<file path="src/rtl/logic_analyzer_trig.sv">
// Triggered capture engine: circular pre-trigger buffer, mask/value trigger,
// programmable post-trigger depth and an oldest-first registered read port.
module logic_analyzer_trig #(
    parameter int DATA_W = 32,
    parameter int ADDR_W = 5
) (
    input  logic              clk,
    input  logic              reset,
    input  logic              arm,
    input  logic              stop,
    input  logic              sample_en,
    input  logic [DATA_W-1:0] data_in,
    input  logic [DATA_W-1:0] trig_mask,
    input  logic [DATA_W-1:0] trig_value,
    input  logic [ADDR_W-1:0] post_cnt,
    input  logic [ADDR_W-1:0] rd_addr,
    output logic [DATA_W-1:0] rd_data,
    output logic [ADDR_W-1:0] trig_addr,
    output logic [ADDR_W:0]   sample_cnt,
    output logic [7:0]        sts
);

    localparam int DEPTH = 2 ** ADDR_W;
    localparam logic [ADDR_W:0] FULL = (ADDR_W + 1)'(DEPTH);

    typedef enum logic [1:0] {
        IDLE  = 2'd0,
        ARMED = 2'd1,
        POST  = 2'd2,
        DONE  = 2'd3
    } state_t;

    state_t            state;
    logic [ADDR_W-1:0] wr_ptr;
    logic [ADDR_W-1:0] post_left;
    logic [ADDR_W-1:0] start_ptr;
    logic [ADDR_W-1:0] trig_ptr;
    logic              wrapped;
    logic              triggered;

    logic [DATA_W-1:0] mem [DEPTH];

    logic              capturing;
    logic              wr_en;
    logic              match;
    logic              fire;
    logic              finish;
    logic [ADDR_W-1:0] wr_ptr_next;
    logic [ADDR_W:0]   cnt_next;
    logic              wrapped_next;
    logic [ADDR_W-1:0] trig_ptr_next;
    logic [ADDR_W-1:0] start_next;
    logic [ADDR_W-1:0] rd_index;

    always_comb begin
        capturing     = (state == ARMED) || (state == POST);
        wr_en         = capturing && sample_en;
        match         = sample_en && (((data_in ^ trig_value) & trig_mask) == '0);
        // stop outranks a coincident trigger, so the trigger never fires with it
        fire          = (state == ARMED) && match && !stop;
        wr_ptr_next   = wr_en ? wr_ptr + 1'b1 : wr_ptr;
        cnt_next      = (wr_en && (sample_cnt != FULL)) ? sample_cnt + 1'b1 : sample_cnt;
        wrapped_next  = wrapped || (cnt_next == FULL);
        trig_ptr_next = fire ? wr_ptr : trig_ptr;
        start_next    = wrapped_next ? wr_ptr_next : '0;
        finish        = capturing && (stop
                        || (fire && (post_left == '0))
                        || ((state == POST) && wr_en && (post_left == ADDR_W'(1))));
        rd_index      = (state == DONE) ? rd_addr + start_ptr : rd_addr;
    end

    always_ff @(posedge clk or posedge reset) begin
        if (reset) begin
            state      <= IDLE;
            wr_ptr     <= '0;
            sample_cnt <= '0;
            wrapped    <= 1'b0;
            triggered  <= 1'b0;
            trig_addr  <= '0;
            trig_ptr   <= '0;
            post_left  <= '0;
            start_ptr  <= '0;
        end else begin
            case (state)
                IDLE, DONE: begin
                    if (arm) begin
                        wr_ptr     <= '0;
                        sample_cnt <= '0;
                        wrapped    <= 1'b0;
                        triggered  <= 1'b0;
                        trig_ptr   <= '0;
                        post_left  <= post_cnt;
                        state      <= ARMED;
                    end
                end
                default: begin
                    wr_ptr     <= wr_ptr_next;
                    sample_cnt <= cnt_next;
                    wrapped    <= wrapped_next;
                    trig_ptr   <= trig_ptr_next;
                    if (fire) begin
                        triggered <= 1'b1;
                    end
                    if ((state == POST) && wr_en) begin
                        post_left <= post_left - 1'b1;
                    end
                    if (finish) begin
                        state     <= DONE;
                        start_ptr <= start_next;
                        trig_addr <= trig_ptr_next - start_next;
                    end else if (fire) begin
                        state <= POST;
                    end
                end
            endcase
        end
    end

    always_ff @(posedge clk) begin
        if (wr_en) begin
            mem[wr_ptr] <= data_in;
        end
    end

    always_ff @(posedge clk or posedge reset) begin
        if (reset) begin
            rd_data <= '0;
        end else begin
            rd_data <= mem[rd_index];
        end
    end

    assign sts = {4'b0000, triggered, wrapped, state};

endmodule

</file>
<file path="config.mk">
export PLATFORM = sky130hd
export DESIGN_NAME = logic_analyzer_trig
export DESIGN_NICKNAME = d
export VERILOG_FILES = /design/src/rtl/logic_analyzer_trig.sv
export SDC_FILE = /design/constraint.sdc
export NUM_CORES = 1
export LEC_CHECK = 0
export ABC_AREA = 0
export BUFFER_PORTS_ARGS = -buffer_cell sky130_fd_sc_hd__clkbuf_2
export CAP_MARGIN = 10
export CORE_UTILIZATION = 40
export DETAILED_ROUTE_END_ITERATION = 16
export PLACE_DENSITY = 0.67
export SYNTH_ARGS = -nofsm -noshare
export SYNTH_HDL_FRONTEND = slang
export SYNTH_SLANG_ARGS = --single-unit
</file>
<file path="constraint.sdc">
create_clock -name clk -period 3.5 [get_ports clk]
set_input_delay 0 -clock clk [delete_from_list [all_inputs] [get_ports clk]]
set_output_delay 0 -clock clk [all_outputs]
set_load 0.005 [all_outputs]
</file>
Word-level counts from Yosys, hierarchy flattened
Memory sizes are Yosys's and may differ from the RTL's. A register that Yosys moved wholly into a read port is not among the register bits.
Cells that the tools add are included.
{ "totals": {"ff_bits": 35, "latch_bits": 0, "ramBits": 1024, "romBits": 0, "output_inout_bits": 51, "elab_cells": 73, "mem_count": 1} }
{ "classes": {"add_sub_neg": 5, "mul": 0, "n_div": 0, "magnitude_cmp": 0, "eq_ne": 7, "shift": 0, "muxes": 23, "n_bitwise": 3, "reduce_logical": 25} }
{ "mem_list": {"columns": ["name", "words", "word_bits", "rd", "rd_clocked_by_memory_dff", "wr", "line_no", "rtl"], "rows": [
  ["mem", 32, 32, 1, 1, 1, "41", "logic [DATA_W-1:0] mem [DEPTH];"]
]} }
{ "ops": {"columns": ["operator", "n"], "rows": [
  ["two-way mux 5 bit", 10],
  ["AND 32 bit", 1],
  ["logical NOT 32 bit", 1],
  ["XOR 32 bit", 1],
  ["two-way mux 6 bit", 3],
  ["logical AND 1 bit", 9],
  ["two-way mux 2 bit", 4],
  ["AND reduction 2 bit", 4],
  ["adder 6 x 1 -> 6 bit (second input constant)", 1],
  ["== test 6 bit (second input constant)", 1],
  ["two-way mux 1 bit", 6],
  ["!= test 6 bit (second input constant)", 1],
  ["adder 5 x 1 -> 5 bit (second input constant)", 1],
  ["adder 5 bit", 1],
  ["== test 5 x 1 -> 1 bit (second input constant)", 1],
  ["logical NOT 5 bit", 1],
  ["subtractor 5 x 1 -> 5 bit (second input constant)", 1],
  ["subtractor 5 bit", 1],
  ["== test 2 bit (second input constant)", 2],
  ["logical OR 1 bit", 4],
  ["nonzero test 2 bit", 2],
  ["nonzero test 3 bit", 1],
  ["== test 2 x 1 -> 1 bit (second input constant)", 1],
  ["logical NOT 2 bit", 1],
  ["4 further kinds", 4]
]} }

Logic depth before layout (Yosys ltp)
{ "depth": {"depth_word": 12, "mapped_depth": 18} }

Worst setup path after synthesis
OpenSTA, ideal clock, no wires.
{ "synth_path": {"path_kind": "register to register", "from": "register state[0]", "to": "register trig_addr[4]", "arrival_time_ps": 3721, "setup_slack_ps": -290, "path_stages_with_launch": 19, "path_buffers": 1, "synth_period_minus_slack_ps": 3790, "cell_sequence": "dfrtp_1 -> inv_1 -> ha_1 -> buf_2 -> and3b_1 -> a2111oi_0 -> a31oi_1 -> a21o_1 -> and2_4 -> a21oi_1 -> ha_1 -> inv_1 -> fa_1 -> a21o_1 -> a21oi_1 -> xnor2_1 -> nand3_1 -> a2111o_1 -> nand3_1"} }
{ "synth_via": {"elab_chain_cells": 9, "elab_cells_between_ends": 25, "cone_classes": "add/sub (1); eq/ne (4); mux (4); bitwise (1); reduce/logical (15)"} }
{ "synth_lines": {"columns": ["item", "line_no", "rtl"], "rows": [
  ["start: declaration", "33", "state_t state;"],
  ["start signal: assignment", "74", "state <= IDLE;"],
  ["start signal: assignment", "93", "state <= ARMED;"],
  ["start signal: assignment", "108", "state <= DONE;"],
  ["== test 2 x 1 -> 1 bit or == test 2 bit (tied branches)", "56", "capturing = (state == ARMED) || (state == POST);"],
  ["logical OR 1 bit (*)", "56", null],
  ["logical AND 1 bit (*)", "57", "wr_en = capturing && sample_en;"],
  ["logical AND 1 bit", "62", "cnt_next = (wr_en && (sample_cnt != FULL)) ? sample_cnt + 1'b1 : sample_cnt;"],
  ["two-way mux 6 bit", "62", null],
  ["== test 6 bit", "63", "wrapped_next = wrapped || (cnt_next == FULL);"],
  ["logical OR 1 bit", "63", null],
  ["two-way mux 5 bit (*)", "65", "start_next = wrapped_next ? wr_ptr_next : '0;"],
  ["net start_next[0]", "52", "logic [ADDR_W-1:0] start_next;"],
  ["subtractor 5 bit (*)", "110", "trig_addr <= trig_ptr_next - start_next;"],
  ["end signal: assignment", "110", null],
  ["end: declaration", "18", "output logic [ADDR_W-1:0] trig_addr,"]
]} }
Mark *: on every way through the listed nets, which the timed path passes. The rest lies on a longest branch.
A chain may end at the register's enable or synchronous reset.

Worst setup path in the final report
{ "layout_path": {"from": "register state[1]", "to": "register trig_addr[4]"} }
The elaborated chain is that of the path after synthesis.

==> summary by stage <==
Status
The flow ran to the end, but the final reports show violations. The checks that failed: setup timing.

Timing
The final hold violation count is 0. The actual transition at the worst max-transition pin is 0.961 ns. The post-route worst hold slack is 0.0425 ns. Across all setup checks in the final design, the least slack found is -0.124 ns. Setup repair after global routing could not meet its margin everywhere. The minimum period implied by the final worst setup slack is 3.62 ns. Across the routed clock network, the largest skew measured is 0.0289 ns. Setup violations remaining at the end of the flow were counted as 1. The max-slew violation count is 0. The maximum frequency from static timing analysis is 0.276 GHz.

Headroom to the max-slew limit came out at 35.9%. The post-route fraction of the period consumed by the critical path is 104%.

Worst setup path
At the worst endpoint, the required time is 4.14 ns. In this run the worst path has a maximum fanout of 4. The critical path capture point type is a register. The arrival time reported for the critical path endpoint is 4.26 ns. STA classifies the critical path startpoint as a register. The kind of critical path is reg2reg.

Die
The core box area is 0.122 sq mm. The width of the die is 352 um. The die covers 0.124 sq mm. The number of I/O pins is 162. After floorplanning, the core was divided into 128 placement rows. The initial core utilization is 40.3%. The floorplan step set the die height to 352 um.

Clock tree
Buffers inserted during clock tree synthesis total 108. TritonCTS built the clock tree. The clock net in this run drives a total of 1091 sinks.

After clock tree synthesis, the clock-pin slew on the worst setup and hold paths is 0.06 ns. The maximum clock insertion buffer count is 3. The latest clock arrival within the worst-skew pair is 0.70 ns. The number of H-tree levels is 3. The cell sitting at the root of the clock tree is a clkbuf_16.

Logic synthesis
The commonest register cell after synthesis is edfxtp_1. Each instance of the synthesized netlist takes up on average 14.5 sq um. The async set or reset register ratio after synthesis is 6.14%.

The synthesized design contains 1091 register bits. Synthesis produced 3377 cells. The share of the synthesized area in the top cell type is 62.7%. After synthesis, the cell types taking the most area are edfxtp_1 63%, o21bai_1 4.9%, mux4_2 4.4%.

The post-synthesis cell type count is 69. The netlist area before placement is 0.0491 sq mm. The largest total area in the synthesized netlist belongs to edfxtp_1. The proportion of synthesized chip area in sequential cells is 66.1%. Counting flops with a built-in enable in the synthesized netlist gives 1024. The Yosys step of the flow raised 0 warnings.

GRT
The global-route wire length before repair is 225000 um. The initial antenna violation count came to 12. The total overflow reported by the global router is 0. Entering global routing, the biggest net connects 132 pins. The via count of the first global-routing pass is 32878.

The total global routing track utilization is 24.5%.

Placed design
Port buffering added 157 buffers. The total placed cells including tap cells is 5070. OpenSTA, run right after detailed placement, puts the worst setup slack at -0.0742 ns. The half-perimeter wire length after detailed placement is 86900 um.

The weighted congestion reported at the end of routability-driven placement is 0.840.

Routing
After detailed routing, the met2 layer carries 72500 um of wire. The detail-routed via count per cell is 6.29. The routed via count is 33511. The top metal layer carrying routed signals is met4.

The remaining design rule violation count is 0. The number of nets still failing antenna checks after routing is 0. The detailed router finished its first iteration with 4489 violations. The detailed-routed wire length on met3 is 16500 um. The aggregate routed wire length is 155000 um. The detailed router put a total of 60200 um of wire on met1. Dividing the detail-routed wire length by the instance count gives 29.1 um.

The first detailed-routing pass took 6 iterations.

Final layout
Compared with the post-synthesis result, the final layout area differs by 17.4%. The most common cell after layout, fill and taps aside is edfxtp_1. In the layout the commonest cells are 1024 x edfxtp_1, 321 x o21ai_0, 320 x o21bai_1.

After the flow finishes, the layout carries non-filler instances totaling 5330. The fraction of final layout cells with drive strength greater than 1 is 19.6%. The net total in the final layout is 3743.

Power and ir drop
Summing internal, switching and leakage power gives 41.1 mW. The power per standard cell area is 715 mW/mm^2. The standby leakage power is 19.2 nW.

The largest vdd supply drop is 0.474 mV.

Hold path
The path class of the lowest-slack min-delay path is in2async.

Job
The reported max-cap violation count is 0.
## layout make-up
cell class | count | area (sq um)
fill | 10335 | 64200
sequential | 1091 | 32400
multi-input combinational | 1958 | 15600
timing repair buffer | 435 | 3730
clock buffer | 149 | 2990
tap | 1625 | 2030
clock inverter | 54 | 704
inverter | 17 | 72.6
antenna | 1 | 2.50
## worst paths after layout
path                              startpoint           end  slack, ns  cells past startpoint
worst min register to register  start_ptr[3]  start_ptr[3]       0.50                      2
min in group clk                  data_in[6]     mem[8][6]       0.07                      2
max in group asynchronous              reset   rd_data[18]       2.56                      4
worst min-delay path                   reset      state[0]       0.04                      3
worst max register to register      state[1]  trig_addr[4]      -0.12                     17
worst max-delay path                state[1]  trig_addr[4]      -0.12                     17
## layer usage
metal  up-vias  global-route usage, %
li1      14133                      -
met3       352                   4.52
met5         -                      0
met1     16948                   33.4
met2      2078                   38.8
met4         0                   9.50
## metrics by stage
stage	util [%]	instance area, sq um	setup TNS (ns)
floorplan	-	49100	0
global placement	43.8	53300	0
detailed placement	43.8	53300	-0.0742
CTS	47.2	57500	-0.0321
global route	47.3	57600	-0.242
finish	47.3	57600	-0.124
## flip-flops by register name (all words and copies together) (netlist names)
register    flops
mem          1024
post_left       5
rd_data        32
sample_cnt      6
start_ptr       5
state           2
trig_addr       5
trig_ptr        5
triggered       1
wr_ptr          5
wrapped         1
## Yosys cell counts (3+ instances only)
library cell  count
clkbuf_2          6
o21ai_0         321
clkbuf_1        172
o31ai_1          29
o311ai_0        145
mux4_2           96
nand2b_1          3
a211oi_1          4
a21oi_1          16
a21o_1           12
mux2_2            9
nand3b_1          3
and3_1           61
nand2_1         127
o21bai_1        320
o22ai_1           7
buf_1            28
mux2i_2           3
edfxtp_1       1024
nand3_1          72
xnor2_1           8
buf_2            84
nand4_1           6
o211a_1          29
ha_1             19
nor2_1           50
o211ai_1        287
o32ai_1           4
inv_1            15
mux2i_1         167
o21ai_1          21
dfrtp_1          67
o21a_1            8
buf_4            22
nor3_1           35
a22oi_1          16
xor2_1           36
o311ai_1          9
## power by group
| part | internal (mW) | leakage (nW) | total [mW] | switching (mW) |
|---|---|---|---|---|
| clock network | 7.03 | 1.79 | 12.1 | 5.05 |
| logic | 5.54 | 7.36 | 13.9 | 8.37 |
| registers | 14.8 | 10.1 | 15.1 | 0.361 |
## kinds of logic (layout without fill, tap and decap cells)
kind of cell    after synthesis  in the layout  share of synthesized area, %
compound gates             1245           1245                          17.9
flops                      1091           1091                          66.1
simple gates                369            369                          3.58
buf+inv                     331            655                          2.96
mux                         275            275                          8.11
xor+xnor                     44             44                         0.786
fa+ha+maj                    21             21                         0.566
other cells                   1              5                       0.00765
## what timing repair did
item                                    CTS  global route
endpoints found under the setup margin    1             1
hold buffers                             46             0
pin swaps                                13             9
hold endpoints to repair                692             0
buffers inserted                          4             6
resized for setup                        11             5
## critical path, cell delays in order, from the launching register on
cell	delay (ns)
dfrtp_1	0.41
buf_6	0.13
ha_4	0.26
and3b_2	0.23
a2111oi_4	0.33
a31oi_1	0.08
a21o_1	0.19
and2_4	0.15
a21oi_4	0.12
ha_2	0.19
inv_2	0.04
fa_2	0.34
a21o_1	0.17
a21oi_2	0.18
xor2_1	0.09
a21o_1	0.17
a2111o_1	0.40
nand3_1	0.07
Note: power is estimated with default switching activity, not from simulation.
